File: config.mk
export PLATFORM = sky130hd
export DESIGN_NAME = pc_fetch
export DESIGN_NICKNAME = d
export VERILOG_FILES = /design/src/rtl/pc_fetch.sv
export SDC_FILE = /design/constraint.sdc
export NUM_CORES = 1
export LEC_CHECK = 0
export CELL_PAD_IN_SITES_DETAIL_PLACEMENT = 1
export CELL_PAD_IN_SITES_GLOBAL_PLACEMENT = 2
export CORE_MARGIN = 3
export CORE_UTILIZATION = 29
export CTS_BUF_LIST = sky130_fd_sc_hd__clkbuf_16
export CTS_CLUSTER_DIAMETER = 60
export DETAILED_ROUTE_END_ITERATION = 10
export GPL_ROUTABILITY_DRIVEN = 0
export PLACE_DENSITY = 0.88
export SYNTH_ARGS = -nofsm -noshare
export SYNTH_HDL_FRONTEND = slang
export SYNTH_SLANG_ARGS = --single-unit
File: constraint.sdc
create_clock -name clk -period 4.6 [get_ports clk]
set_input_delay 0.92 -clock clk [delete_from_list [all_inputs] [get_ports clk]]
set_output_delay 0.92 -clock clk [all_outputs]
set_load 0.01 [all_outputs]
File: src/rtl/pc_fetch.sv
// Instruction fetch: pc register, single-outstanding memory request FSM,
// and a registered IF output bundle held until decode accepts it.
module pc_fetch #(
  parameter logic [31:0] RESET_PC = 32'h0000_0000
) (
  input  logic        clk,
  input  logic        rst,
  output logic        imem_req,
  output logic [31:0] imem_addr,
  input  logic        imem_gnt,
  input  logic        imem_rvalid,
  input  logic [31:0] imem_rdata,
  input  logic        redirect,
  input  logic [31:0] redirect_pc,
  output logic        if_valid,
  output logic [31:0] if_pc,
  output logic [31:0] if_instr,
  input  logic        if_ready
);

  typedef enum logic [2:0] {
    IDLE,
    REQ,
    WAIT,
    OUT,
    DROP
  } state_t;

  localparam logic [31:0] ALIGN = 32'hFFFF_FFFC;
  localparam logic [31:0] PC0   = RESET_PC & ALIGN;

  state_t      state_q, state_d;
  logic [31:0] pc_q, pc_d;
  logic [31:0] tgt;
  logic        cap;

  assign tgt       = redirect_pc & ALIGN;
  assign imem_req  = (state_q == REQ);
  assign imem_addr = pc_q;
  assign if_valid  = (state_q == OUT);

  always_comb begin
    state_d = state_q;
    cap     = 1'b0;
    unique case (state_q)
      IDLE: state_d = REQ;
      REQ: begin
        // a granted request that is redirected still owes us a beat
        if (imem_gnt)
          state_d = redirect ? DROP : WAIT;
      end
      WAIT: begin
        if (imem_rvalid) begin
          state_d = redirect ? REQ : OUT;
          cap     = !redirect;
        end else if (redirect) begin
          state_d = DROP;
        end
      end
      OUT: begin
        if (redirect || if_ready)
          state_d = REQ;
      end
      DROP: begin
        if (imem_rvalid)
          state_d = REQ;
      end
      default: state_d = IDLE;
    endcase
  end

  always_comb begin
    pc_d = pc_q;
    unique case (1'b1)
      redirect: pc_d = tgt;
      cap:      pc_d = pc_q + 32'd4;
      default:  pc_d = pc_q;
    endcase
  end

  always_ff @(posedge clk or posedge rst) begin
    if (rst) begin
      state_q <= IDLE;
      pc_q    <= PC0;
    end else begin
      state_q <= state_d;
      pc_q    <= pc_d;
    end
  end

  always_ff @(posedge clk or posedge rst) begin
    if (rst) begin
      if_pc    <= 32'h0;
      if_instr <= 32'h0;
    end else if (cap) begin
      if_pc    <= pc_q;
      if_instr <= imem_rdata;
    end
  end

endmodule
==> metrics.cfg, run 1 <==
[synthesis]
postSynth.asyncResetShare_pct = 100
yosys.cell_count.top_type = sky130_fd_sc_hd__dfrtp_1
synth_area_in_compound_gates_pct = 8.59
post_synth_mux_area_share_pct = 16.3
synth-edff-count = 0
synth-adder-area-share_pct = 0.284
synth_xor_area_share_pct = 1.59
yosys.area_share.simple_pct = 15.4
synth_top_family_by_area = multiplexers
ys.warnings.count = 0
yosysSeqAreaShare_pct = 54.0
yosys.area.top_type_share_pct = 54.0
synthesis.area_per_instance_um2 = 11.6
number_of_library_cell_types_mapped_by_synthesis = 44
post_synth_inst_count = 380
syn-cell-area_mm2 = 0.00440
postSynthRegisterBits = 95
synth_ff_type = sky130_fd_sc_hd__dfrtp_1
synth.area.top_cells = sky130_fd_sc_hd__dfrtp_1 (54%), sky130_fd_sc_hd__mux2_2 (16%), sky130_fd_sc_hd__or4_1 (2.9%)
synthDominantAreaCellType = sky130_fd_sc_hd__dfrtp_1
synth_common_cells = sky130_fd_sc_hd__dfrtp_1 (95), sky130_fd_sc_hd__mux2_2 (62), sky130_fd_sc_hd__nand2_1 (27)

[die]
die_area_mm2 = 0.0167
dieWidth_um = 129
rows = 44
fp.dieH_um = 129
area_of_the_core_mm2 = 0.0147
initial_core_utilization_pct = 29.9
io_pins = 168

[finish]
flow.area_growth_from_synthesis_pct = 46.7
fin_nets = 601
layout.core_utilization_pct = 43.9
multi_input_area_mm2 = 0.00188
fin_area_mm2 = 0.00645
final-seq-area_mm2 = 0.00238
layout-drive-gt1-share_pct = 16.4
insertedDiodeCount = 0
fill_cells = 1607

[clocking]
post_cts_resize_count = 0
clk_buf_depth = 2
clock_tree_from_tritoncts = done
htree_levels = 3
cts.hold.buffers_added = 0
cts_sinks = 95
ctsRootBufferMaster = sky130_fd_sc_hd__clkbuf_16
path_clk_slew_ns = 0.07
cts.repair_timing.setup_buffer_count = 0
tritoncts.num_buffers = 9
worstSkewPairLatency_ns = 0.35

[sta]
fmaxAchievable_mhz = 356
finalSetupViolCount = 0
timing.slew.headroom_pct = 40.9
setup_total_negative_slack_ns = 0
finalWorstPathRequiredPeriod_ns = 2.81
holdWs_ns = 0.507
finalMaxSlewViolations = 0
tightestPinTransition_ns = 0.887
layout_worst_path_cycle_share_pct = 61.1
grt_setup_unrepaired = no
final_hold_viol_count = 0
finalClockSkew_ns = 0.00722

[drt]
postRouteAntennaNets = 0
total_number_of_vias = 3586
post-route-drc-count = 0
post_drt_wl_per_cell_um = 17.9
firstDrtPassIters = 5
viasPerCell = 4.99
wirelength_mm = 12.9
drt_iter0_drc = 126

[power_and_ir_drop]
totalPowerFinal_w = 0.00306
power.leakage_nw = 2.60
irDropWorstVdd_uv = 223
powerDensity_mw_per_mm2 = 473

[critical_path]
crit_arrival_ns = 3.04
critPathMaxFanout = 15
setup.worst_path.class = in2reg
timing.critical_path.to_type = register
critical_path.startpoint_type = primary input
crit_required_ns = 4.83

[min_path]
worstHoldPathType = reg2reg

[placed_design]
port_buffers = 161
dp.final_hpwl_mm = 9.22
placement_stage_cell_area_mm2 = 0.00617

[global_route]
grt_pass1_vias = 3896
global_route.usage.total_pct = 15.5
gr-total-overflow = 0
largest_net_degree_at_the_start_of_global_routing = 72
wire_length_of_the_first_global_routing_pass_mm = 20.3
number_of_antenna_violations_at_the_first_check_in_global_routing = 1

[outcome]
outcome = completed

[run]
cap_viol_max_count = 0

[critical path: stages]
cell and delay (ns):
sky130_fd_sc_hd__clkdlybuf4s50_1 0.51, sky130_fd_sc_hd__nor4bb_2 0.21, sky130_fd_sc_hd__buf_4 0.27, sky130_fd_sc_hd__nand4_1 0.40
sky130_fd_sc_hd__o311a_1 0.47, sky130_fd_sc_hd__a221o_1 0.26
[layout by cell type (no fill, tap or decap), types with 2 or more instances in the layout]
master                            count
sky130_fd_sc_hd__a221oi_1             2
sky130_fd_sc_hd__xnor2_1              2
sky130_fd_sc_hd__or3_1                5
sky130_fd_sc_hd__o31ai_1             12
sky130_fd_sc_hd__inv_6                2
sky130_fd_sc_hd__a22oi_1              2
sky130_fd_sc_hd__nor2_1              14
sky130_fd_sc_hd__mux2i_1              2
sky130_fd_sc_hd__nand3_1             18
sky130_fd_sc_hd__buf_4                4
sky130_fd_sc_hd__and4_1               3
sky130_fd_sc_hd__nor2b_1              5
sky130_fd_sc_hd__o311ai_0             2
sky130_fd_sc_hd__and3_1               4
sky130_fd_sc_hd__mux2_2              62
sky130_fd_sc_hd__inv_1                3
sky130_fd_sc_hd__nand2_1             27
sky130_fd_sc_hd__nand4_1             13
sky130_fd_sc_hd__dfrtp_1             95
sky130_fd_sc_hd__or4_1               17
sky130_fd_sc_hd__o211ai_1             6
sky130_fd_sc_hd__xor2_1               6
sky130_fd_sc_hd__conb_1               4
sky130_fd_sc_hd__and2_1               6
sky130_fd_sc_hd__o21ai_0             12
sky130_fd_sc_hd__nor3_1               2
sky130_fd_sc_hd__o21a_1               2
sky130_fd_sc_hd__clkbuf_16            9
sky130_fd_sc_hd__clkinv_4             2
sky130_fd_sc_hd__clkdlybuf4s50_1    161
sky130_fd_sc_hd__a31oi_1             12
sky130_fd_sc_hd__inv_8                2
[logic make-up (layout without fill, tap and decap cells)]
kind of cell / count (synthesis) / count (layout)
mux: 64 / 64
other cells: 1 / 4
buf+inv: 34 / 186
simple gates: 122 / 122
fa+ha+maj: 1 / 1
xor+xnor: 8 / 8
flops: 95 / 95
compound gates: 55 / 55
[state kept, by name, indices dropped and copies added, names as in the netlist]
register   cells
if_instr      32
if_pc         30
imem_addr     30
state_q        3
[final timing paths]
path | cells after the start | startpoint | slack [ns] | to
worst max-delay path | 6 | imem_rvalid | 1.79 | imem_addr[21]
worst min-delay path | 1 | if_pc[4] | 0.51 | if_pc[4]
worst max register to register | 4 | imem_addr[6] | 2.20 | imem_addr[23]
worst min register to register | 1 | if_pc[4] | 0.51 | if_pc[4]
max in group asynchronous | 3 | rst | 2.60 | imem_addr[10]
min in group asynchronous | 2 | rst | 1.12 | if_instr[19]
[layout make-up]
| type | count | share of cell area [%] |
|---|---|---|
| sequential | 95 | 36.8 |
| multi-input combinational | 254 | 29.1 |
| timing repair buffer | 166 | 25.7 |
| tap | 184 | 3.57 |
| inverter | 4 | 0.271 |
| clock buffer | 9 | 3.49 |
| clock inverter | 7 | 0.969 |
[stage by stage]
stage	setup slack (ns)	instances
2_1_floorplan	1.20	383
3_3_place_gp	1.48	703
3_5_place_dp	1.43	703
4_1_cts	1.80	719
5_1_grt	1.71	719
6_report	1.79	719
[power breakdown]
group / internal [W] / leakage [nW] / switching (W)
registers: 0.00108 / 1.19 / 0.000172
logic: 0.000677 / 1.27 / 0.000392
clock network: 0.000379 / 0.144 / 0.000351
[routing by layer]
metal / vias up / track usage (%) / wire length [um] / share of wire, %
li1: 1700 / - / - / -
met1: 1772 / 19.8 / 5600 / 43
met2: 102 / 25.9 / 6330 / 49
met3: 10 / 4.66 / 819 / 6.4
met4: 2 / 3.71 / 117 / 0.91
met5: - / 0 / 13 / 0.10
(Power assumes the default switching activity.)
==> run 2: changes to the inputs <==
--- a/config.mk
+++ b/config.mk
@@ -8,12 +8,12 @@
 export CELL_PAD_IN_SITES_DETAIL_PLACEMENT = 1
 export CELL_PAD_IN_SITES_GLOBAL_PLACEMENT = 2
 export CORE_MARGIN = 3
-export CORE_UTILIZATION = 29
+export CORE_UTILIZATION = 24
 export CTS_BUF_LIST = sky130_fd_sc_hd__clkbuf_16
 export CTS_CLUSTER_DIAMETER = 60
 export DETAILED_ROUTE_END_ITERATION = 10
 export GPL_ROUTABILITY_DRIVEN = 0
-export PLACE_DENSITY = 0.88
+export PLACE_DENSITY = 0.78
 export SYNTH_ARGS = -nofsm -noshare
 export SYNTH_HDL_FRONTEND = slang
 export SYNTH_SLANG_ARGS = --single-unit
==> constraint.sdc (replaced) <==
create_clock -name clk -period 2.4 [get_ports clk]
set_input_delay 0.48 -clock clk [delete_from_list [all_inputs] [get_ports clk]]
set_output_delay 0.48 -clock clk [all_outputs]
set_load 0.01 [all_outputs]
==> run 2 against run 1 <==
  * Critical path depth is 4 lower
  * Clock-buffer cell count unchanged
  * Sequential power up 90%
  * Die area up 20%
  * Power increased by 100%
  * Clock power rose by 120%
  * Non-clock buffer count rose by 18
  * Sequential cell count is the same
  * First-iteration DRC count is 32% lower
==> metrics.cfg, run 2 (same netlist as run 1, synthesis figures left out) <==
[finish]
layout.core_utilization_pct = 38.4
layout.cells.most_common_list = sky130_fd_sc_hd__clkdlybuf4s50_1 (161), sky130_fd_sc_hd__dfrtp_1 (95), sky130_fd_sc_hd__mux2_2 (62), sky130_fd_sc_hd__nand2_1 (27), sky130_fd_sc_hd__nand3_1 (18)
flow.area_growth_from_synthesis_pct = 53.6
largest_register_ff_count = 32
fin_nets = 619
fin_area_mm2 = 0.00676
layout-drive-gt1-share_pct = 18.7
max_flop_register = if_instr
leading_cell_type_in_the_layout_fill_and_taps_excluded = sky130_fd_sc_hd__clkdlybuf4s50_1

[critical_path]
critPathMaxFanout = 7
setup.worst_path.class = reg2out
critical_path.max_stage_delay_ns = 0.59
critical_path.startpoint_type = register
timing.critical_path.to_type = output pin
crit_arrival_ns = 1.73
crit_required_ns = 1.92
series_of_cell_instances_along_the_critical_path = nor3b_1, clkdlybuf4s50_1
crit_path_top_delay_cell = sky130_fd_sc_hd__clkdlybuf4s50_1

[sta]
finalMaxSlewViolations = 0
setup_ws_ns = 0.190
finalClockSkew_ns = 0.00859
finalSetupViolCount = 0
final_hold_viol_count = 0
timing.slew.headroom_pct = 65.6
grt_setup_unrepaired = no
finalWorstPathRequiredPeriod_ns = 2.21
tightestPinTransition_ns = 0.516
fmaxAchievable_mhz = 452
layout_worst_path_cycle_share_pct = 92.1

[power_and_ir_drop]
p_sw_share_pct = 27.9
power.leakage_nw = 2.73
seq_power_share_pct = 39.3
irDropWorstVdd_uv = 455
net_switching_power_of_the_design_w = 0.00170
clock_power_share_pct = 26.2
internal_power_contribution_w = 0.00441
powerDensity_mw_per_mm2 = 905
pwr-share-comb_pct = 34.4

[global_route]
global_route.usage.total_pct = 13.7
largest_net_degree_at_the_start_of_global_routing = 96
number_of_antenna_violations_at_the_first_check_in_global_routing = 2
wire_length_of_the_first_global_routing_pass_mm = 21.7
gr-total-overflow = 0
grt_pass1_vias = 4072

[clocking]
tritoncts.num_buffers = 9
clock_tree_from_tritoncts = done
cts_sinks = 95
worstSkewPairLatency_ns = 0.34
cts.repair_timing.setup_buffer_count = 0
path_clk_slew_ns = 0.06
cts.hold.buffers_added = 0
post_cts_resize_count = 0
htree_levels = 3
ctsRootBufferMaster = sky130_fd_sc_hd__clkbuf_16
clk_buf_depth = 2

[die]
die_area_mm2 = 0.0200
dieWidth_um = 141
area_of_the_core_mm2 = 0.0176
rows = 48
fp.dieH_um = 141
initial_core_utilization_pct = 25.0
io_pins = 168

[drt]
viasPerCell = 4.76
total_number_of_vias = 3705
drt_iter0_drc = 86
post-route-drc-count = 0
post_drt_wl_per_cell_um = 17.6
firstDrtPassIters = 4
postRouteAntennaNets = 0
wirelength_mm = 13.7

[placed_design]
placement_stage_cell_area_mm2 = 0.00643
port_buffers = 161
preCtsSetupSlack_ns = -0.142
dp.final_hpwl_mm = 10.2

[run]
cap_viol_max_count = 0

[outcome]
outcome = completed

[min_path]
worstHoldPathType = reg2reg

## run 2: cell types whose count changed in the layout (fill, tap and decap cells not counted), moves of 2 or more
cell,delta
sky130_fd_sc_hd__inv_6,-2
sky130_fd_sc_hd__bufinv_16,+3
sky130_fd_sc_hd__clkinv_4,-2
sky130_fd_sc_hd__buf_12,+5
sky130_fd_sc_hd__inv_1,+2
sky130_fd_sc_hd__buf_4,+13
sky130_fd_sc_hd__inv_8,-2
## run 2: area by class of cell
class                      instances  area [um2]
multi-input combinational        254        1890
inverter                           4        18.8
fill                            1924       10800
clock buffer                       9         225
tap                              225         282
antenna                            1        2.50
sequential                        95        2380
clock inverter                     6         103
timing repair buffer             184        1860
## run 2: layer usage
| metal | vias to the layer above | GRT usage [%] | routed length, um |
|---|---|---|---|
| li1 | 1743 | - | - |
| met1 | 1837 | 16.5 | 5790 |
| met2 | 109 | 23.2 | 6650 |
| met3 | 14 | 4.89 | 1050 |
| met4 | 2 | 3.64 | 209 |
| met5 | - | 0 | 9 |
## run 2: stage by stage
| stage | power, W | std cells | hold WS, ns | setup TNS, ns |
|---|---|---|---|---|
| after floorplan | 0.00323 | 383 | 0.529 | 0 |
| after global placement | 0.00450 | 762 | 0.489 | -0.521 |
| after detailed placement | 0.00459 | 762 | 0.495 | -3.09 |
| after CTS | 0.00623 | 777 | 0.510 | 0 |
| after global routing | 0.00647 | 778 | 0.522 | 0 |
| final | 0.00611 | 778 | 0.507 | 0 |
## run 2: worst paths after layout
kind	start	to	slack, ns	cells after the start
setup / recovery	state_q[0]	imem_req	0.19	2
setup reg to reg	state_q[1]	imem_addr[25]	0.24	5
min in group asynchronous	rst	if_instr[12]	0.65	3
hold reg to reg	if_instr[30]	if_instr[30]	0.51	1
hold / removal	if_instr[30]	if_instr[30]	0.51	1
max in group asynchronous	rst	imem_addr[13]	1.37	3
## run 2: power by group through the flow
| stage | Clock [W] | Sequential, W | Combinational [W] |
|---|---|---|---|
| after floorplan | 0 | 0.00260 | 0.000633 |
| after global placement | 0 | 0.00240 | 0.00210 |
| after detailed placement | 0 | 0.00245 | 0.00214 |
| after CTS | 0.00166 | 0.00242 | 0.00215 |
| after global routing | 0.00173 | 0.00249 | 0.00225 |
| final | 0.00160 | 0.00240 | 0.00210 |
## run 2: worst max-delay path: cells and delay by family (launching register included)
family	cells	cell delay [ns]
AND/OR/NAND/NOR	1	0.30
flip-flops	1	0.49
buffers and inverters	1	0.59
==> run 3: changes to the inputs <==
--- a/config.mk
+++ b/config.mk
@@ -14,6 +14,7 @@
 export DETAILED_ROUTE_END_ITERATION = 10
 export GPL_ROUTABILITY_DRIVEN = 0
 export PLACE_DENSITY = 0.78
+export RECOVER_POWER = 100
 export SYNTH_ARGS = -nofsm -noshare
 export SYNTH_HDL_FRONTEND = slang
 export SYNTH_SLANG_ARGS = --single-unit
==> run 3 against run 2 <==
  * Wire length fell by 0.64%
  * Critical path depth did not move
  * Register-to-register slack got worse by 0.02 ns
  * Critical path type unchanged
  * Combinational power fell by 9%
  * Hold slack got worse by 0.0062 ns
  * Final cell count did not move
==> metrics.cfg, run 3 (same netlist as run 1, synthesis figures left out) <==
[sta]
holdWs_ns = 0.501
layout_worst_path_cycle_share_pct = 93.8
final_hold_viol_count = 0
grt_setup_unrepaired = no
setup_total_negative_slack_ns = 0
tightestPinTransition_ns = 1.32
fmaxAchievable_mhz = 444
finalSetupViolCount = 0
finalMaxSlewViolations = 0
finalWorstPathRequiredPeriod_ns = 2.25
timing.slew.headroom_pct = 12.1
finalClockSkew_ns = 0.00818

[global_route]
grt_pass1_vias = 4072
global_route.usage.total_pct = 13.7
number_of_antenna_violations_at_the_first_check_in_global_routing = 2
largest_net_degree_at_the_start_of_global_routing = 96
wire_length_of_the_first_global_routing_pass_mm = 21.7
gr-total-overflow = 0

[critical_path]
critical-path-top-delay-family = buffers and inverters
crit_required_ns = 1.92
critical_path.startpoint_type = register
setup.worst_path.class = reg2out
series_of_cell_instances_along_the_critical_path = nor3b_1, dlygate4sd3_1
timing.critical_path.to_type = output pin
critical_path.max_stage_delay_ns = 0.65
critPathMaxFanout = 7
crit_arrival_ns = 1.77
cp.buffers_inverters = 1
crit_path_top_delay_cell = sky130_fd_sc_hd__dlygate4sd3_1

[clocking]
worstSkewPairLatency_ns = 0.34
cts.repair_timing.setup_buffer_count = 0
clk_buf_depth = 2
cts.hold.buffers_added = 0
ctsRootBufferMaster = sky130_fd_sc_hd__clkbuf_16
cts_sinks = 95
htree_levels = 3
tritoncts.num_buffers = 9
post_cts_resize_count = 0
clock_tree_from_tritoncts = done
path_clk_slew_ns = 0.06

[drt]
viasPerCell = 4.75
post-route-drc-count = 0
firstDrtPassIters = 4
wirelength_mm = 13.6
postRouteAntennaNets = 0
drt_iter0_drc = 68
total_number_of_vias = 3694
post_drt_wl_per_cell_um = 17.5

[min_path]
worstHoldPathType = reg2reg

[finish]
fin_nets = 619
flow.area_growth_from_synthesis_pct = 52.2
layout-drive-gt1-share_pct = 17.9
layout.cells.most_common_list = sky130_fd_sc_hd__dlygate4sd3_1 (97), sky130_fd_sc_hd__dfrtp_1 (95), sky130_fd_sc_hd__clkdlybuf4s50_1 (64), sky130_fd_sc_hd__mux2_2 (62), sky130_fd_sc_hd__nand2_1 (27)
fill_cells = 1934
largest_register_ff_count = 32
max_flop_register = if_instr
leading_cell_type_in_the_layout_fill_and_taps_excluded = sky130_fd_sc_hd__dlygate4sd3_1

[placed_design]
port_buffers = 161
dp.final_hpwl_mm = 10.2

[power_and_ir_drop]
powerDensity_mw_per_mm2 = 881
power.leakage_nw = 2.84
totalPowerFinal_w = 0.00590
irDropWorstVdd_uv = 453

[die]
dieWidth_um = 141
rows = 48
die_area_mm2 = 0.0200
initial_core_utilization_pct = 25.0
fp.dieH_um = 141
area_of_the_core_mm2 = 0.0176
io_pins = 168

[run]
cap_viol_max_count = 0

[outcome]
outcome = completed

==> run 3: worst register-to-register path, cell delays in order (launching register included) <==
cell,delay [ns]
sky130_fd_sc_hd__dfrtp_1,0.51
sky130_fd_sc_hd__nor4bb_4,0.48
sky130_fd_sc_hd__buf_4,0.20
sky130_fd_sc_hd__and2_2,0.26
sky130_fd_sc_hd__buf_6,0.25
sky130_fd_sc_hd__mux2_2,0.37
==> run 3: final timing paths <==
kind	start	endpoint	slack (ns)	cells past startpoint
max in group asynchronous	rst	if_pc[13]	0.47	3
worst max register to register	state_q[1]	if_instr[0]	0.22	5
min in group asynchronous	rst	if_instr[12]	1.12	3
worst max-delay path	state_q[0]	imem_req	0.15	2
worst min-delay path	if_instr[30]	if_instr[30]	0.50	1
worst min register to register	if_instr[30]	if_instr[30]	0.50	1
==> run 3: metal layers <==
metal  vias to the layer above  track usage, %  share of wire, %
met2                       110            23.2                49
met4                         2            3.64               1.5
met5                         -               0             0.066
li1                       1737               -                 -
met1                      1830            16.5                42
met3                        15            4.89               7.5
==> run 3: power breakdown <==
part	total, W	leakage [nW]	internal [W]	switching, W
sequential	0.00238	1.19	0.00208	0.000303
combinational	0.00191	1.48	0.00114	0.000774
clock	0.00160	0.168	0.00100	0.000600
==> run 3: final cells by class <==
class / instances / area [um2] / share of cell area, %
Clock inverter: 6 / 103 / 1.53
Sequential cell: 95 / 2380 / 35.5
Multi-Input combinational cell: 254 / 1890 / 28.2
Timing Repair Buffer: 184 / 1800 / 26.9
Clock buffer: 9 / 225 / 3.36
Tap cell: 225 / 282 / 4.20
Antenna cell: 1 / 2.50 / 0.0374
Inverter: 4 / 18.8 / 0.280
==> run 3: per-stage QoR <==
stage               worst slack [ns]  instance area (um2)  utilization, %  instances
floorplan                      0.344                 4410               -        383
global placement             -0.0906                 6430            36.5        762
detailed placement            -0.142                 6430            36.5        762
CTS                            0.155                 6750            38.4        777
global route                  0.0493                 6700            38.0        778
finish                         0.150                 6700            38.0        778
